[src/rtl/demultiplexer_1_to_8_16_bit_reg.sv]
// ---------------------------------------------------------------------------
// demultiplexer_1_to_8_16_bit_reg
//
// Registered 1-to-8 demultiplexer. It is the write-side partner of the 8-to-1
// read selector. One WIDTH-bit word is routed into one of eight holding
// registers, chosen by {S2,S1,S0}. Each slot also carries a valid flag, and
// the index of the most recently written slot is tracked for hazard and debug
// logic.
//
// Ports:
//   clk        rising-edge clock
//   rst_n      asynchronous active-low reset (clears all state)
//   S2,S1,S0   slot select, S2 is the MSB
//   D          write data
//   WE         write enable, sampled on rising clk
//   CLR        synchronous clear of all slots; has priority over WE
//   Y0..Y7     held slot contents
//   V          per-slot valid flags (written since last reset/clear)
//   LAST       index of the most recently written slot
//
// Optional build macro:
//   REG0_ZERO_EN  slot 0 is hardwired to zero (RISC r0 semantics). Y0 and
//                 V[0] are constant 0, and a write to slot 0 changes nothing,
//                 including LAST.
//
// All outputs come straight from flops (or constants). There is no
// combinational path from any input to any output.
// ---------------------------------------------------------------------------
module demultiplexer_1_to_8_16_bit_reg #(
  parameter int WIDTH = 16
) (
  input  logic             clk,
  input  logic             rst_n,
  input  logic             S2,
  input  logic             S1,
  input  logic             S0,
  input  logic [WIDTH-1:0] D,
  input  logic             WE,
  input  logic             CLR,
  output logic [WIDTH-1:0] Y0,
  output logic [WIDTH-1:0] Y1,
  output logic [WIDTH-1:0] Y2,
  output logic [WIDTH-1:0] Y3,
  output logic [WIDTH-1:0] Y4,
  output logic [WIDTH-1:0] Y5,
  output logic [WIDTH-1:0] Y6,
  output logic [WIDTH-1:0] Y7,
  output logic [7:0]       V,
  output logic [2:0]       LAST
);

  logic [2:0]       sel;
  logic [7:0]       wr_hit;
  logic             wr_any;
  logic [WIDTH-1:0] slot_q [8];
  logic [7:0]       valid_q;
  logic [2:0]       last_q;

  assign sel = {S2, S1, S0};

  // One-hot write strobe per slot. The case covers every select value and
  // falls back to no write, so an unknown select cannot infer a latch.
  always_comb begin
    wr_hit = 8'h00;
    if (WE && !CLR) begin
      case (sel)
        3'd0:    wr_hit = 8'h01;
        3'd1:    wr_hit = 8'h02;
        3'd2:    wr_hit = 8'h04;
        3'd3:    wr_hit = 8'h08;
        3'd4:    wr_hit = 8'h10;
        3'd5:    wr_hit = 8'h20;
        3'd6:    wr_hit = 8'h40;
        3'd7:    wr_hit = 8'h80;
        default: wr_hit = 8'h00;
      endcase
    end
`ifdef REG0_ZERO_EN
    // A write to slot 0 is dropped entirely, so it must not reach wr_any.
    wr_hit[0] = 1'b0;
`endif
  end

  assign wr_any = |wr_hit;

  // Per-slot storage. With REG0_ZERO_EN, slot 0 has no flop at all.
  for (genvar i = 0; i < 8; i++) begin : g_slot
`ifdef REG0_ZERO_EN
    if (i == 0) begin : g_zero
      assign slot_q[i]  = '0;
      assign valid_q[i] = 1'b0;
    end else begin : g_reg
`else
    begin : g_reg
`endif
      logic [WIDTH-1:0] data_q;
      logic             vld_q;

      always_ff @(posedge clk or negedge rst_n) begin
        if (!rst_n) begin
          data_q <= '0;
          vld_q  <= 1'b0;
        end else if (CLR) begin
          data_q <= '0;
          vld_q  <= 1'b0;
        end else if (wr_hit[i]) begin
          data_q <= D;
          vld_q  <= 1'b1;
        end
      end

      assign slot_q[i]  = data_q;
      assign valid_q[i] = vld_q;
    end
  end

  always_ff @(posedge clk or negedge rst_n) begin
    if (!rst_n) begin
      last_q <= 3'd0;
    end else if (CLR) begin
      last_q <= 3'd0;
    end else if (wr_any) begin
      last_q <= sel;
    end
  end

  assign Y0   = slot_q[0];
  assign Y1   = slot_q[1];
  assign Y2   = slot_q[2];
  assign Y3   = slot_q[3];
  assign Y4   = slot_q[4];
  assign Y5   = slot_q[5];
  assign Y6   = slot_q[6];
  assign Y7   = slot_q[7];
  assign V    = valid_q;
  assign LAST = last_q;

endmodule

[config.mk]
export PLATFORM = sky130hd
export DESIGN_NAME = demultiplexer_1_to_8_16_bit_reg
export DESIGN_NICKNAME = d
export VERILOG_FILES = /design/src/rtl/demultiplexer_1_to_8_16_bit_reg.sv
export SDC_FILE = /design/constraint.sdc
export NUM_CORES = 1
export LEC_CHECK = 0
export BUFFER_PORTS_ARGS = -buffer_cell sky130_fd_sc_hd__buf_2
export CORE_UTILIZATION = 30
export CTS_BUF_LIST = sky130_fd_sc_hd__clkbuf_16
export CTS_CLUSTER_SIZE = 30
export DETAILED_ROUTE_END_ITERATION = 12
export HOLD_SLACK_MARGIN = 0.1
export MAX_ROUTING_LAYER = met4
export SYNTH_ARGS = -nofsm -noshare
export SYNTH_HDL_FRONTEND = slang
export SYNTH_SLANG_ARGS = --single-unit
[constraint.sdc]
create_clock -name clk -period 0.85 [get_ports clk]
set_clock_uncertainty 0.05 [all_clocks]
set_input_delay 0.1275 -clock clk [delete_from_list [all_inputs] [get_ports clk]]
set_output_delay 0.1275 -clock clk [all_outputs]
set_load 0.005 [all_outputs]
======== Word-level counts from Yosys, hierarchy flattened ========
Memory sizes are Yosys's and may differ from the RTL's.
Index checks and enable logic that the tools add are counted.
storage, ports and cells
  bits in writable memories ............... 0
  memories kept ........................... 1
  memory bits (read-only) ................. 64
  output and inout bits ................... 139
  logic and storage cells ................. 65
  input port bits ......................... 23
  bits in latches ......................... 0
  bits in registers ....................... 139
memories
  memory            words  width  rd ports  clocked after Yosys merged registers in  wr ports  RTL line  source
  (name not given)  8      8      1         0                                        0         66        case (sel)
cells by class
  add/sub/neg operators ................... 0
  reduce and logical (&&, ||, !) cells .... 12
  shifts and indexed selects .............. 0
  multipliers ............................. 0
  magnitude comparators ................... 0
  bitwise operators ....................... 0
  divide/modulo/power cells ............... 0
  eq/ne operators ......................... 0
  muxes and demuxes ....................... 35
operators with widths
  kind                 number
  $mux W16             16
  $reduce_bool A2 Y1   9
  $mux W1              16
  $mux W8              1
  $reduce_or A8 Y1     1
  $mux W3              2
  $logic_and A1 B1 Y1  1
  $logic_not A1 Y1     1

======== Logic depth before layout (Yosys ltp) ========
Gate-level depths: netlist of run 1.
  word-level depth ........................ 6
  depth in mapped cells ................... 7
  depth with buffers taken out ............ 3

======== Worst setup path before layout of run 1 ========
Ideal clock, no wire load.
  path kind ............................... input port to flip-flop
  start ................................... in S0
  end ..................................... reg g_slot[2].g_reg.data_q[0] (netlist: Y2[0])
  stages .................................. 6
  slack ................................... -436 ps
  data arrival time ....................... 1111 ps
  required time ........................... 675 ps
  buffers on the path ..................... 3
  library setup time ...................... 125 ps
  cell sequence ........................... buf_4 or3b_1 buf_6 buf_8 o211ai_2 o21ai_1
between the ends
  cells in the longest elaborated chain, start to end .. 3
ends and longest elaborated chain
  element                              RTL line  source
  from (decl)                          36        input logic S0,
  $mem_v2 Z8 W8                        -
  $mux W8                              65        if (WE && !CLR) begin
  $reduce_bool A2 Y1 (no source line)  -
  to (signal assigned)                 101       data_q <= '0;
  to (signal assigned)                 104       data_q <= '0;
  to (signal assigned)                 107       data_q <= D;
  to (decl)                            96        logic [WIDTH-1:0] data_q;
No other way between the ends.
A chain may end at the register's enable or synchronous reset.

======== Worst setup path after layout of run 1 ========
  start ................................... reg g_slot[5].g_reg.data_q[0] (netlist: Y5[0])
  end ..................................... out Y5[0]
RTL lines
  element                 RTL line  source
  from (decl)             96
  from (signal assigned)  101
  from (signal assigned)  104
  from (signal assigned)  107
  to (decl)               45        output logic [WIDTH-1:0] Y5,
No word-level cell between the ends.

==> results of run 1 <==
placed cells by master, fill, tap and decap left out, types with 3 or more instances in the layout:
| cell type | instances |
|---|---|
| sky130_fd_sc_hd__buf_4 | 95 |
| sky130_fd_sc_hd__and3_1 | 16 |
| sky130_fd_sc_hd__dlygate4sd3_1 | 13 |
| sky130_fd_sc_hd__nand2_1 | 41 |
| sky130_fd_sc_hd__nand3_1 | 33 |
| sky130_fd_sc_hd__clkinv_1 | 5 |
| sky130_fd_sc_hd__o21ai_2 | 3 |
| sky130_fd_sc_hd__mux2i_1 | 3 |
| sky130_fd_sc_hd__inv_1 | 5 |
| sky130_fd_sc_hd__o211ai_1 | 76 |
| sky130_fd_sc_hd__nand2_8 | 4 |
| sky130_fd_sc_hd__a31o_4 | 9 |
| sky130_fd_sc_hd__buf_6 | 36 |
| sky130_fd_sc_hd__o21ai_1 | 56 |
| sky130_fd_sc_hd__buf_12 | 26 |
| sky130_fd_sc_hd__clkbuf_16 | 21 |
| sky130_fd_sc_hd__buf_2 | 153 |
| sky130_fd_sc_hd__a31o_1 | 4 |
| sky130_fd_sc_hd__bufinv_16 | 6 |
| sky130_fd_sc_hd__clkinvlp_4 | 3 |
| sky130_fd_sc_hd__buf_16 | 3 |
| sky130_fd_sc_hd__a31o_2 | 29 |
| sky130_fd_sc_hd__nor2_1 | 3 |
| sky130_fd_sc_hd__and3_4 | 27 |
| sky130_fd_sc_hd__dfrtp_1 | 139 |
| sky130_fd_sc_hd__o211ai_2 | 10 |
how the worst min path moves through the flow:
stage                     slack (ns)   from                   to  depth (start not counted)
after detailed placement       -0.02  rst_n   Y6[10]$_DFFE_PN0P_                          1
after CTS                       0.05     S2  LAST[2]$_DFFE_PN0P_                          4
final                           0.06     S2  LAST[2]$_DFFE_PN0P_                          4
after floorplan                -0.22  rst_n  LAST[0]$_DFFE_PN0P_                          0
after global placement         -0.02  rst_n   Y6[10]$_DFFE_PN0P_                          1
after global routing            0.06     S2  LAST[2]$_DFFE_PN0P_                          4
per-stage QoR:
stage          total power, mW  worst slack, ns
6_report                  17.0           -0.319
5_1_grt                   17.5           -0.346
4_1_cts                   17.0           -0.322
3_5_place_dp              8.42           -0.529
3_3_place_gp              8.42           -0.500
2_1_floorplan             7.59           -0.400
report_power, final:
part / switching [mW] / total (mW) / internal [mW]
Combinational: 0.986 / 1.79 / 0.807
Clock: 2.92 / 8.36 / 5.44
Sequential: 0.0835 / 6.83 / 6.74
registers in the layout (all words and copies together) (netlist names):
| register | count |
|---|---|
| g_slot.g_reg.vld_q | 8 |
| Y1 | 16 |
| Y7 | 16 |
| Y3 | 16 |
| Y4 | 16 |
| Y2 | 16 |
| Y6 | 16 |
| Y0 | 16 |
| Y5 | 16 |
| LAST | 3 |
layer usage:
layer	wire length (um)	part of all wire, %
met2	9770	46
met5	0	0
met3	1090	5.1
met1	10000	47
met4	414	1.9
layout make-up:
type,count,area [sq um]
fillers,1788,9860
flip-flops and latches,139,3480
repair buffers,332,2750
multi-input cells,328,2420
clock buffers,17,425
well taps,265,332
clock inverters,15,228
inverters,8,32.5
timing repair:
item                                    4_1_cts  5_1_grt
setup buffers                                53       38
endpoints found under the hold margin       168        7
gates cloned                                  3        5
endpoints found under the setup margin      159      213
resized for setup                            19       54
hold buffers                                 14        2
pin swaps                                     4       23
cells by family after synthesis:
| logic type | Yosys count | share of synthesized area [%] |
|---|---|---|
| DFF | 139 | 58.1 |
| muxes | 3 | 0.502 |
| and+or+nand+nor | 134 | 11.9 |
| AOI/OAI and AO/OA | 190 | 23.1 |
| buffers and inverters | 74 | 6.46 |
==> parameters.txt, run 1 <==
Parameter                              Value

Outcome
  Status    finished, violations left
  Failing checks    negative setup slack

Worst setup path
  CP Max Fanout    2
  Arrival time reported for the critical path endpoint    0.99 ns
  List of cells traversed by the critical path    buf_2
  Kind of cell adding the most delay to the critical path    flip-flops
  Worst path bufs/invs    1
  Crit Path Category    register to primary output
  Worst setup path endpoint    Y5[0]
  Endpoint type of the worst setup path    primary output
  Reg2Reg Capture Point    Y1[10]$_DFFE_PN0P_
  Slack of the worst reg-to-reg path    -0.13 ns
  Worst Setup SP    Y5[0]$_DFFE_PN0P_
  WP depth    1
  Startpoint types    register
  Worst endpoint required time    0.67 ns
  Worst reg2reg path depth    3
  Critical-path top delay cell    sky130_fd_sc_hd__dfrtp_1
  Startpoint of the lowest-slack register-to-register path    Y1[10]$_DFFE_PN0P_
  Slowest stage delay, CP    0.42 ns

Placed design
  Sum of net half-perimeters after detailed placement    about 13000 um
  Weighted congestion reported at the end of routability-driven placement    roughly 0.73
  Count of buffers inserted at the top-level ports    161
  Instance area after placement    0.00781 sq mm
  Cell count after placement    977

Drt
  Total length of routed wires    21300 um
  Number of nets with antenna violations after routing    0
  Mean routed wirelength per cell    19.3 um
  Length of the first detailed-routing pass in iterations    4
  Post-DR vias/cell    5.04
  Via count    5569
  DRT iter0 DRCs    around 360
  # DRC    0

Global route
  Vias in the first global route    5468
  Met2 Track Usage GR    32.0%
  Initial antenna violation count    0
  Fraction of met3 tracks used by global routing    under 10%
  Wire length of the first global-routing pass    31800 um
  GR Overflow Total    0
  Global-route layer with the greatest usage    met2
  Pin count of the biggest net entering global routing    37
  Fraction of met1 tracks used by global routing    between 20% and 30%
  Combined global-route utilization of all metal layers    21.5%

Die
  Height of the die    143 um
  Width of the die    approximately 140 um
  Die area    0.0205 sq mm
  # IOs    162
  FP Rows    51
  Initial core utilization    a little under a third
  Floorplan Core Area    0.0195 sq mm

Finish
  Nets    849
  Final instance count without filler cells    1104
  Diode insertion count for antenna repair    0
  Post-route cell area    0.00966 sq mm
  Post-route core utilization    49.5%
  Area Overhead vs Synth    61.4%
  Fraction of final layout cells sized beyond drive strength 1    52.1%

STA
  Number of failing hold endpoints at the final stage    0
  Fin Hold WS    0.0608 ns
  Min cycle time layout    1.17 ns
  Setup violations, final    195
  Count of pins over their slew limit    0
  Worst max-slew margin expressed relative to the limit    76.8%
  Highest Clock Rate    0.856 GHz
  Final setup slack of the worst path    -0.319 ns
  Slew at the pin closest to its max-slew limit    between 0.3 and 0.4 ns
  Total Negative Setup Slacks    -38.43 ns
  RSZ-0062 raised after global routing    true
  Share of the cycle needed by the critical path after routing    137%

Run
  Max Cap Viol    0

Yosys
  Post-synth net total    approximately 560
  Most frequent cell after synthesis    sky130_fd_sc_hd__dfrtp_1
  Most area-hungry cell type in the Yosys netlist    sky130_fd_sc_hd__dfrtp_1
  Share of flip-flops with an asynchronous set or reset    100%
  Sequential element share of the synthesized area    58.1%
  Syn Std Cell Area    0.00599 sq mm
  Synth Flop Type    sky130_fd_sc_hd__dfrtp_1
  Largest cells by area after synthesis    sky130_fd_sc_hd__dfrtp_1 (58%), sky130_fd_sc_hd__o211ai_1 (9.5%), sky130_fd_sc_hd__a31o_2 (5.6%), sky130_fd_sc_hd__and3_1 (4.5%), sky130_fd_sc_hd__o21ai_0 (3.8%)
  Cell count after synthesis    540
  Post-Syn Area per Cell    11.1 sq um
  Number of enable-type register cells in the synthesized netlist    0
  Library cells used by synthesis    29
  Number of warning messages in the yosys log    0
  Synth Register Bits    139
  List of most frequent post-synthesis cells    sky130_fd_sc_hd__dfrtp_1 (139), sky130_fd_sc_hd__o211ai_1 (76), sky130_fd_sc_hd__o21ai_0 (46), sky130_fd_sc_hd__and3_1 (43), sky130_fd_sc_hd__nand2_1 (41)
  Share of the synthesized area in the top cell type    58.1%

Clock network
  TritonCTS clock tree    done
  H-tree lvl count    4
  Cts bufs inserted    17
  Skew-Pair Late Insertion Delay    0.42 ns
  Clock slew seen by the registers of the worst setup and hold paths    0.06 ns
  CTS sink count    139
  Longest Clk Path Bufs    2
  Buffer type at the clock tree root    sky130_fd_sc_hd__clkbuf_16

Power and ir drop
  Power density cells    about 1800 mW/mm^2
  Leak    a little over 5 nW
  IR drop worst, VDD    0.00137 V

Worst hold path
  Path type of the worst min-delay path    input port to register
Power figures use the tool's default switching activity.
==> run 2: changes to the inputs <==
--- a/config.mk
+++ b/config.mk
@@ -6,12 +6,13 @@
 export NUM_CORES = 1
 export LEC_CHECK = 0
 export BUFFER_PORTS_ARGS = -buffer_cell sky130_fd_sc_hd__buf_2
-export CORE_UTILIZATION = 30
+export CORE_UTILIZATION = 52
 export CTS_BUF_LIST = sky130_fd_sc_hd__clkbuf_16
 export CTS_CLUSTER_SIZE = 30
 export DETAILED_ROUTE_END_ITERATION = 12
 export HOLD_SLACK_MARGIN = 0.1
 export MAX_ROUTING_LAYER = met4
+export PLACE_DENSITY = 0.79
 export SYNTH_ARGS = -nofsm -noshare
 export SYNTH_HDL_FRONTEND = slang
 export SYNTH_SLANG_ARGS = --single-unit
==> run 2 against run 1 <==
  * The run still ends with negative setup slack left
  * Sequential cell count did not move
  * Critical endpoint is now Y1[11]
  * Sequential power about the same
  * Critical path depth stayed put
  * Wire length up 25%
  * Critical path type unchanged
  * Count of clock-buffer cells in the layout stayed put
  * Die area down 42%
  * Sequential share of layout area shrank 0.79 points
  * Register-to-register slack worse by 0.06 ns
  * Non-clock buffer count increased by 12
  * Utilization grew 40 points
  * Combinational power up 12%
  * Global-route usage up 15 points
  * Largest power group unchanged
==> parameters.txt, run 2 (synthesis results as in run 1) <==
Parameter                              Value

Outcome
  Status    finished, violations left
  Failing checks    negative setup slack

Power and ir drop
  Power density cells    1720 mW/mm^2
  Part of the total power dissipated in the clock network    between 40 and 50%
  Internal power contribution    roughly 13 mW
  IR drop worst, VDD    0.00168 V
  Net switching share of the total power    about a quarter
  Sequential group share of total power    between 40% and 50%
  Post-layout total power    around 17 mW
  Leak    5.28 nW
  Reported net switching power    4.23 mW
  Comb pwr share    between 10% and 20%

Worst setup path
  Reg2Reg Capture Point    LAST[2]$_DFFE_PN0P_
  Slowest stage delay, CP    0.43 ns
  Kind of cell adding the most delay to the critical path    flip-flops
  Startpoint types    register
  Crit Path Category    register to primary output
  Startpoint of the lowest-slack register-to-register path    LAST[2]$_DFFE_PN0P_
  Worst endpoint required time    0.67 ns
  Endpoint type of the worst setup path    primary output
  Slack of the worst reg-to-reg path    -0.19 ns
  Critical-path top delay cell    sky130_fd_sc_hd__dfrtp_1
  Worst path bufs/invs    1
  Arrival time reported for the critical path endpoint    1.01 ns
  List of cells traversed by the critical path    buf_2
  CP Max Fanout    2
  Worst reg2reg path depth    4

STA
  Share of the cycle needed by the critical path after routing    140%
  Setup violations, final    232
  Highest Clock Rate    ~0.84 GHz
  Slew at the pin closest to its max-slew limit    0.377 ns
  RSZ-0062 raised after global routing    true
  Fin Hold WS    0.0619 ns
  Min cycle time layout    between 1 and 1.5 ns
  Count of pins over their slew limit    0
  Worst max-slew margin expressed relative to the limit    about 75%
  Final setup slack of the worst path    -0.338 ns
  Number of failing hold endpoints at the final stage    0

Global route
  Fraction of met3 tracks used by global routing    under 10%
  Global-route layer with the greatest usage    met2
  GR Overflow Total    0
  Vias in the first global route    between 5000 and 6000
  Combined global-route utilization of all metal layers    36.8%
  Met2 Track Usage GR    between 50% and 60%
  Initial antenna violation count    0
  Wire length of the first global-routing pass    31400 um
  Fraction of met1 tracks used by global routing    44.2%
  Pin count of the biggest net entering global routing    40

Clock network
  H-tree lvl count    4
  Skew-Pair Late Insertion Delay    0.43 ns
  TritonCTS clock tree    done
  Hold buffer count at CTS    13
  Cts bufs inserted    17
  CTS sink count    approximately 140
  Buffer type at the clock tree root    sky130_fd_sc_hd__clkbuf_16
  Longest Clk Path Bufs    2
  Clock slew seen by the registers of the worst setup and hold paths    0.06 ns

Worst hold path
  Hold path startpoint    D[5]
  Path type of the worst min-delay path    input port to register
  Terminating pin of the worst hold path    Y3[5]$_DFFE_PN0P_
  Number of cells on the worst hold path    3

Placed design
  Worst slack at placement    -0.495 ns
  Sum of net half-perimeters after detailed placement    12000 um
  Weighted congestion reported at the end of routability-driven placement    0.867
  Instance area after placement    0.00746 sq mm
  Cell count after placement    834
  Count of buffers inserted at the top-level ports    161

Drt
  Mean routed wirelength per cell    26.7 um
  Length of the first detailed-routing pass in iterations    6
  Total length of routed wires    roughly 27000 um
  # DRC    0
  Number of nets with antenna violations after routing    0
  DRT iter0 DRCs    855
  Post-DR vias/cell    6.68
  Via count    6642

Die
  Width of the die    109 um
  Floorplan Core Area    about 0.011 sq mm
  # IOs    162
  FP Rows    38
  Die area    between 0.01 and 0.015 sq mm
  Height of the die    109 um
  Initial core utilization    between 50% and 60%

Finish
  Area Overhead vs Synth    65.0%
  Diode insertion count for antenna repair    0
  Number of filler cells placed in the layout    around 450
  Final instance count without filler cells    994
  Storage cell area    roughly 0.0035 sq mm
  Commonest non-fill, non-tap cell in the layout    sky130_fd_sc_hd__buf_2
  Nets    approximately 860
  Post-route cell area    0.00988 sq mm
  Commonest cells after routing, fill and taps aside    sky130_fd_sc_hd__buf_2 (151), sky130_fd_sc_hd__dfrtp_1 (139), sky130_fd_sc_hd__buf_4 (81)
  Fraction of final layout cells sized beyond drive strength 1    55.2%
  Area taken by multi-input logic gates    0.00261 sq mm

Run
  Max Cap Viol    0
-- run 2: changes by cell type in the layout (fill, tap and decap cells not counted), moves of 3 or more --
cell                        previous run  this run
sky130_fd_sc_hd__nand2_4               1         9
sky130_fd_sc_hd__buf_4                95        81
sky130_fd_sc_hd__buf_12               26        21
sky130_fd_sc_hd__o21ai_2               3         6
sky130_fd_sc_hd__a31o_2               29        19
sky130_fd_sc_hd__nand2_1              41        33
sky130_fd_sc_hd__nand3_2               0         3
sky130_fd_sc_hd__clkbuf_16            21        26
sky130_fd_sc_hd__buf_6                36        66
sky130_fd_sc_hd__nand3_1              33        30
sky130_fd_sc_hd__a31o_4                9        19
sky130_fd_sc_hd__nand2_2               2         6
-- run 2: routing by layer --
layer,vias to the layer above,routed length (um)
li1,2609,-
met1,3283,9340
met2,574,13100
met3,176,2580
met4,0,1540
met5,-,0
-- run 2: power by group through the flow --
stage               clock, mW  sequential, mW  combinational [mW]
floorplan                   0            6.94               0.650
global placement            0            6.93                1.31
detailed placement          0            6.94                1.35
CTS                      8.00            6.82                1.58
global route             8.43            6.84                2.09
finish                   8.15            6.84                2.01
-- run 2: cell type report --
cell class                      instances  share of cell area (%)
Tap cell                              140                    1.77
Sequential cell                       139                    35.2
Timing Repair Buffer                  344                    29.8
Inverter                                8                   0.355
Clock buffer                           17                    4.31
Multi-Input combinational cell        331                    26.5
Clock inverter                         15                    2.08
-- run 2: stage by stage --
step / util (%) / TNS [ns]
final: 89.6 / -44.42
after CTS: 81.4 / -38.16
after global routing: 89.6 / -48.76
after global placement: 67.6 / -52.85
after detailed placement: 67.6 / -56.67
after floorplan: - / -35.45
-- run 2: timing repair --
action / CTS / global route
setup endpoints to repair: 184 / 256
setup buffers: 67 / 64
gates cloned: 1 / 13
pin swaps: 4 / 29
gates resized for setup: 41 / 107
hold endpoints to repair: 185 / 8
-- run 2: worst max path at each step --
stage / to / start / cells after the start / slack (ns)
2_1_floorplan: Y0[14]$_DFFE_PN0P_ / S2 / 6 / -0.40
3_3_place_gp: Y0[11]$_DFFE_PN0P_ / S2 / 5 / -0.44
3_5_place_dp: Y3[15]$_DFFE_PN0P_ / S2 / 5 / -0.50
4_1_cts: Y1[0] / Y1[0]$_DFFE_PN0P_ / 1 / -0.30
5_1_grt: Y1[11] / Y1[11]$_DFFE_PN0P_ / 1 / -0.52
6_report: Y1[11] / Y1[11]$_DFFE_PN0P_ / 1 / -0.34
==> run 3: changes to the inputs <==
--- a/config.mk
+++ b/config.mk
@@ -16,3 +16,4 @@
 export SYNTH_ARGS = -nofsm -noshare
 export SYNTH_HDL_FRONTEND = slang
 export SYNTH_SLANG_ARGS = --single-unit
+export TNS_END_PERCENT = 100
==> constraint.sdc (replaced) <==
create_clock -name clk -period 0.85 [get_ports clk]
set_clock_uncertainty 0.05 [all_clocks]
set_input_delay 0.085 -clock clk [delete_from_list [all_inputs] [get_ports clk]]
set_output_delay 0.085 -clock clk [all_outputs]
set_load 0.005 [all_outputs]
==> run 3 against run 2 <==
  * The flow still finishes with violations (negative setup slack)
  * Critical path type unchanged
  * Cell count is 2.5% lower
  * Maximum frequency is 5.9% higher
  * First-iteration DRC count is 35% lower
  * Highest routed layer unchanged
==> parameters.txt, run 3 (synthesis results as in run 1) <==
Parameter                              Value

Outcome
  Status    finished, violations left
  Failing checks    negative setup slack

Clock network
  Skew-Pair Late Insertion Delay    0.42 ns
  H-tree lvl count    4
  TritonCTS clock tree    done
  CTS sink count    139
  Buffer type at the clock tree root    sky130_fd_sc_hd__clkbuf_16
  Clock slew seen by the registers of the worst setup and hold paths    0.06 ns
  Longest Clk Path Bufs    2
  Cts bufs inserted    17

Power and ir drop
  IR drop worst, VDD    0.00116 V
  Leak    around 5.1 nW
  Post-layout total power    between 10 and 15 mW
  Power density cells    about 1600 mW/mm^2

Worst setup path
  Startpoint of the lowest-slack register-to-register path    LAST[0]$_DFFE_PN0P_
  WP depth    1
  Arrival time reported for the critical path endpoint    0.99 ns
  Startpoint types    register
  Slowest stage delay, CP    0.41 ns
  CP Max Fanout    2
  Worst Setup SP    g_slot[7].g_reg.vld_q$_DFFE_PN0P_
  Worst endpoint required time    0.71 ns
  Slack of the worst reg-to-reg path    -0.10 ns
  Worst path bufs/invs    1
  List of cells traversed by the critical path    buf_2
  Endpoint type of the worst setup path    primary output
  Reg2Reg Capture Point    LAST[0]$_DFFE_PN0P_
  Worst setup path endpoint    V[7]
  Kind of cell adding the most delay to the critical path    flip-flops
  Crit Path Category    register to primary output
  Critical-path top delay cell    sky130_fd_sc_hd__dfrtp_1
  Worst reg2reg path depth    3

Finish
  Fraction of final layout cells sized beyond drive strength 1    51.1%
  Post-route cell area    0.00933 sq mm
  Number of filler cells placed in the layout    536
  Area taken by multi-input logic gates    0.00250 sq mm
  Commonest non-fill, non-tap cell in the layout    sky130_fd_sc_hd__buf_2
  Area Overhead vs Synth    55.9%
  Nets    around 840
  Diode insertion count for antenna repair    0
  Commonest cells after routing, fill and taps aside    sky130_fd_sc_hd__buf_2 (154), sky130_fd_sc_hd__dfrtp_1 (139), sky130_fd_sc_hd__o211ai_1 (76)
  Storage cell area    0.00348 sq mm

Drt
  Highest layer used for signal routing    met4
  DRT met1 WL    8130 um
  Detailed-routed wire length on met3    1780 um
  Total length of routed wires    21700 um
  DRT iter0 DRCs    554
  Length of the first detailed-routing pass in iterations    7
  # DRC    0
  Via count    roughly 6000
  Mean routed wirelength per cell    22.4 um
  Post-DR vias/cell    just over 6
  Number of nets with antenna violations after routing    0
  Met2 wire length    10800 um

STA
  Count of pins over their slew limit    0
  Number of failing hold endpoints at the final stage    0
  Highest Clock Rate    0.892 GHz
  Final setup slack of the worst path    -0.272 ns
  Worst max-slew margin expressed relative to the limit    between 70 and 80%
  Setup violations, final    approximately 190
  Slew at the pin closest to its max-slew limit    between 0.3 and 0.4 ns
  Min cycle time layout    1.12 ns
  Share of the cycle needed by the critical path after routing    132%
  RSZ-0062 raised after global routing    true

Global route
  Vias in the first global route    5571
  Initial antenna violation count    0
  Wire length of the first global-routing pass    29300 um
  GR Overflow Total    0
  Pin count of the biggest net entering global routing    42
  Combined global-route utilization of all metal layers    33.9%

Placed design
  Sum of net half-perimeters after detailed placement    11600 um
  Instance area after placement    approximately 0.0074 sq mm
  Count of buffers inserted at the top-level ports    161
  Weighted congestion reported at the end of routability-driven placement    0.837

Die
  FP Rows    38
  Floorplan Core Area    0.0110 sq mm
  Width of the die    between 100 and 150 um
  Die area    0.0119 sq mm
  Initial core utilization    54.3%
  # IOs    162
  Height of the die    roughly 110 um

Run
  Max Cap Viol    0

Worst hold path
  Path type of the worst min-delay path    input port to asynchronous set/reset pin
## run 3: changes by cell type in the layout (fill, tap and decap cells not counted), moves of 4 or more
| cell | before | now |
|---|---|---|
| sky130_fd_sc_hd__buf_6 | 66 | 51 |
| sky130_fd_sc_hd__dlygate4sd3_1 | 11 | 19 |
| sky130_fd_sc_hd__buf_4 | 81 | 74 |
| sky130_fd_sc_hd__bufinv_16 | 5 | 0 |
| sky130_fd_sc_hd__clkbuf_16 | 26 | 22 |
| sky130_fd_sc_hd__clkinvlp_4 | 4 | 0 |
| sky130_fd_sc_hd__nand2_4 | 9 | 5 |
## run 3: final cells by class
type | count | share of cell area (%)
inverters | 8 | 0.349
clock inverters | 10 | 0.456
clock buffers | 17 | 4.56
repair buffers | 327 | 28.7
multi-input cells | 328 | 26.8
well taps | 140 | 1.88
flip-flops and latches | 139 | 37.3
## run 3: worst min path at each step
stage | start | end | slack (ns) | cells after the start
3_3_place_gp | rst_n | Y2[9]$_DFFE_PN0P_ | -0.08 | 1
6_report | rst_n | Y2[9]$_DFFE_PN0P_ | 0.06 | 2
4_1_cts | CLR | LAST[1]$_DFFE_PN0P_ | 0.05 | 4
2_1_floorplan | rst_n | LAST[0]$_DFFE_PN0P_ | -0.26 | 0
5_1_grt | D[11] | Y2[11]$_DFFE_PN0P_ | 0.05 | 3
3_5_place_dp | rst_n | Y2[9]$_DFFE_PN0P_ | -0.08 | 1
## run 3: report_power, final
| part | switching [mW] | leakage [nW] | internal (mW) |
|---|---|---|---|
| Clock | 2.65 | 0.246 | 3.54 |
| Sequential | 0.0877 | 1.93 | 6.75 |
| Combinational | 1.00 | 2.88 | 0.794 |
| Total | 3.74 | 5.06 | 11.1 |
## run 3: through the flow
step / std cells / hold WS, ns / utilization, % / setup slack (ns) / setup TNS (ns)
floorplan: 540 / -0.261 / - / -0.358 / -29.67
global placement: 831 / -0.0799 / 67.5 / -0.394 / -46.89
detailed placement: 831 / -0.0803 / 67.5 / -0.452 / -50.12
CTS: 929 / 0.0522 / 78.2 / -0.258 / -32.01
global route: 969 / 0.0525 / 84.6 / -0.296 / -37.19
finish: 969 / 0.0600 / 84.6 / -0.272 / -32.99
## run 3: metal layers
metal  vias up  global-route usage, %
met5         -                      -
li1       2559                      -
met3       100                   7.71
met2       394                   53.1
met4         0                   16.1
met1      2969                   41.8
## run 3: what timing repair did
action / CTS / global route
endpoints found under the hold margin: 206 / 54
setup endpoints to repair: 148 / 225
pin swaps: 1 / 24
buffers inserted: 53 / 47
hold buffers: 18 / 4
resized for setup: 20 / 79
gates cloned: 0 / 6
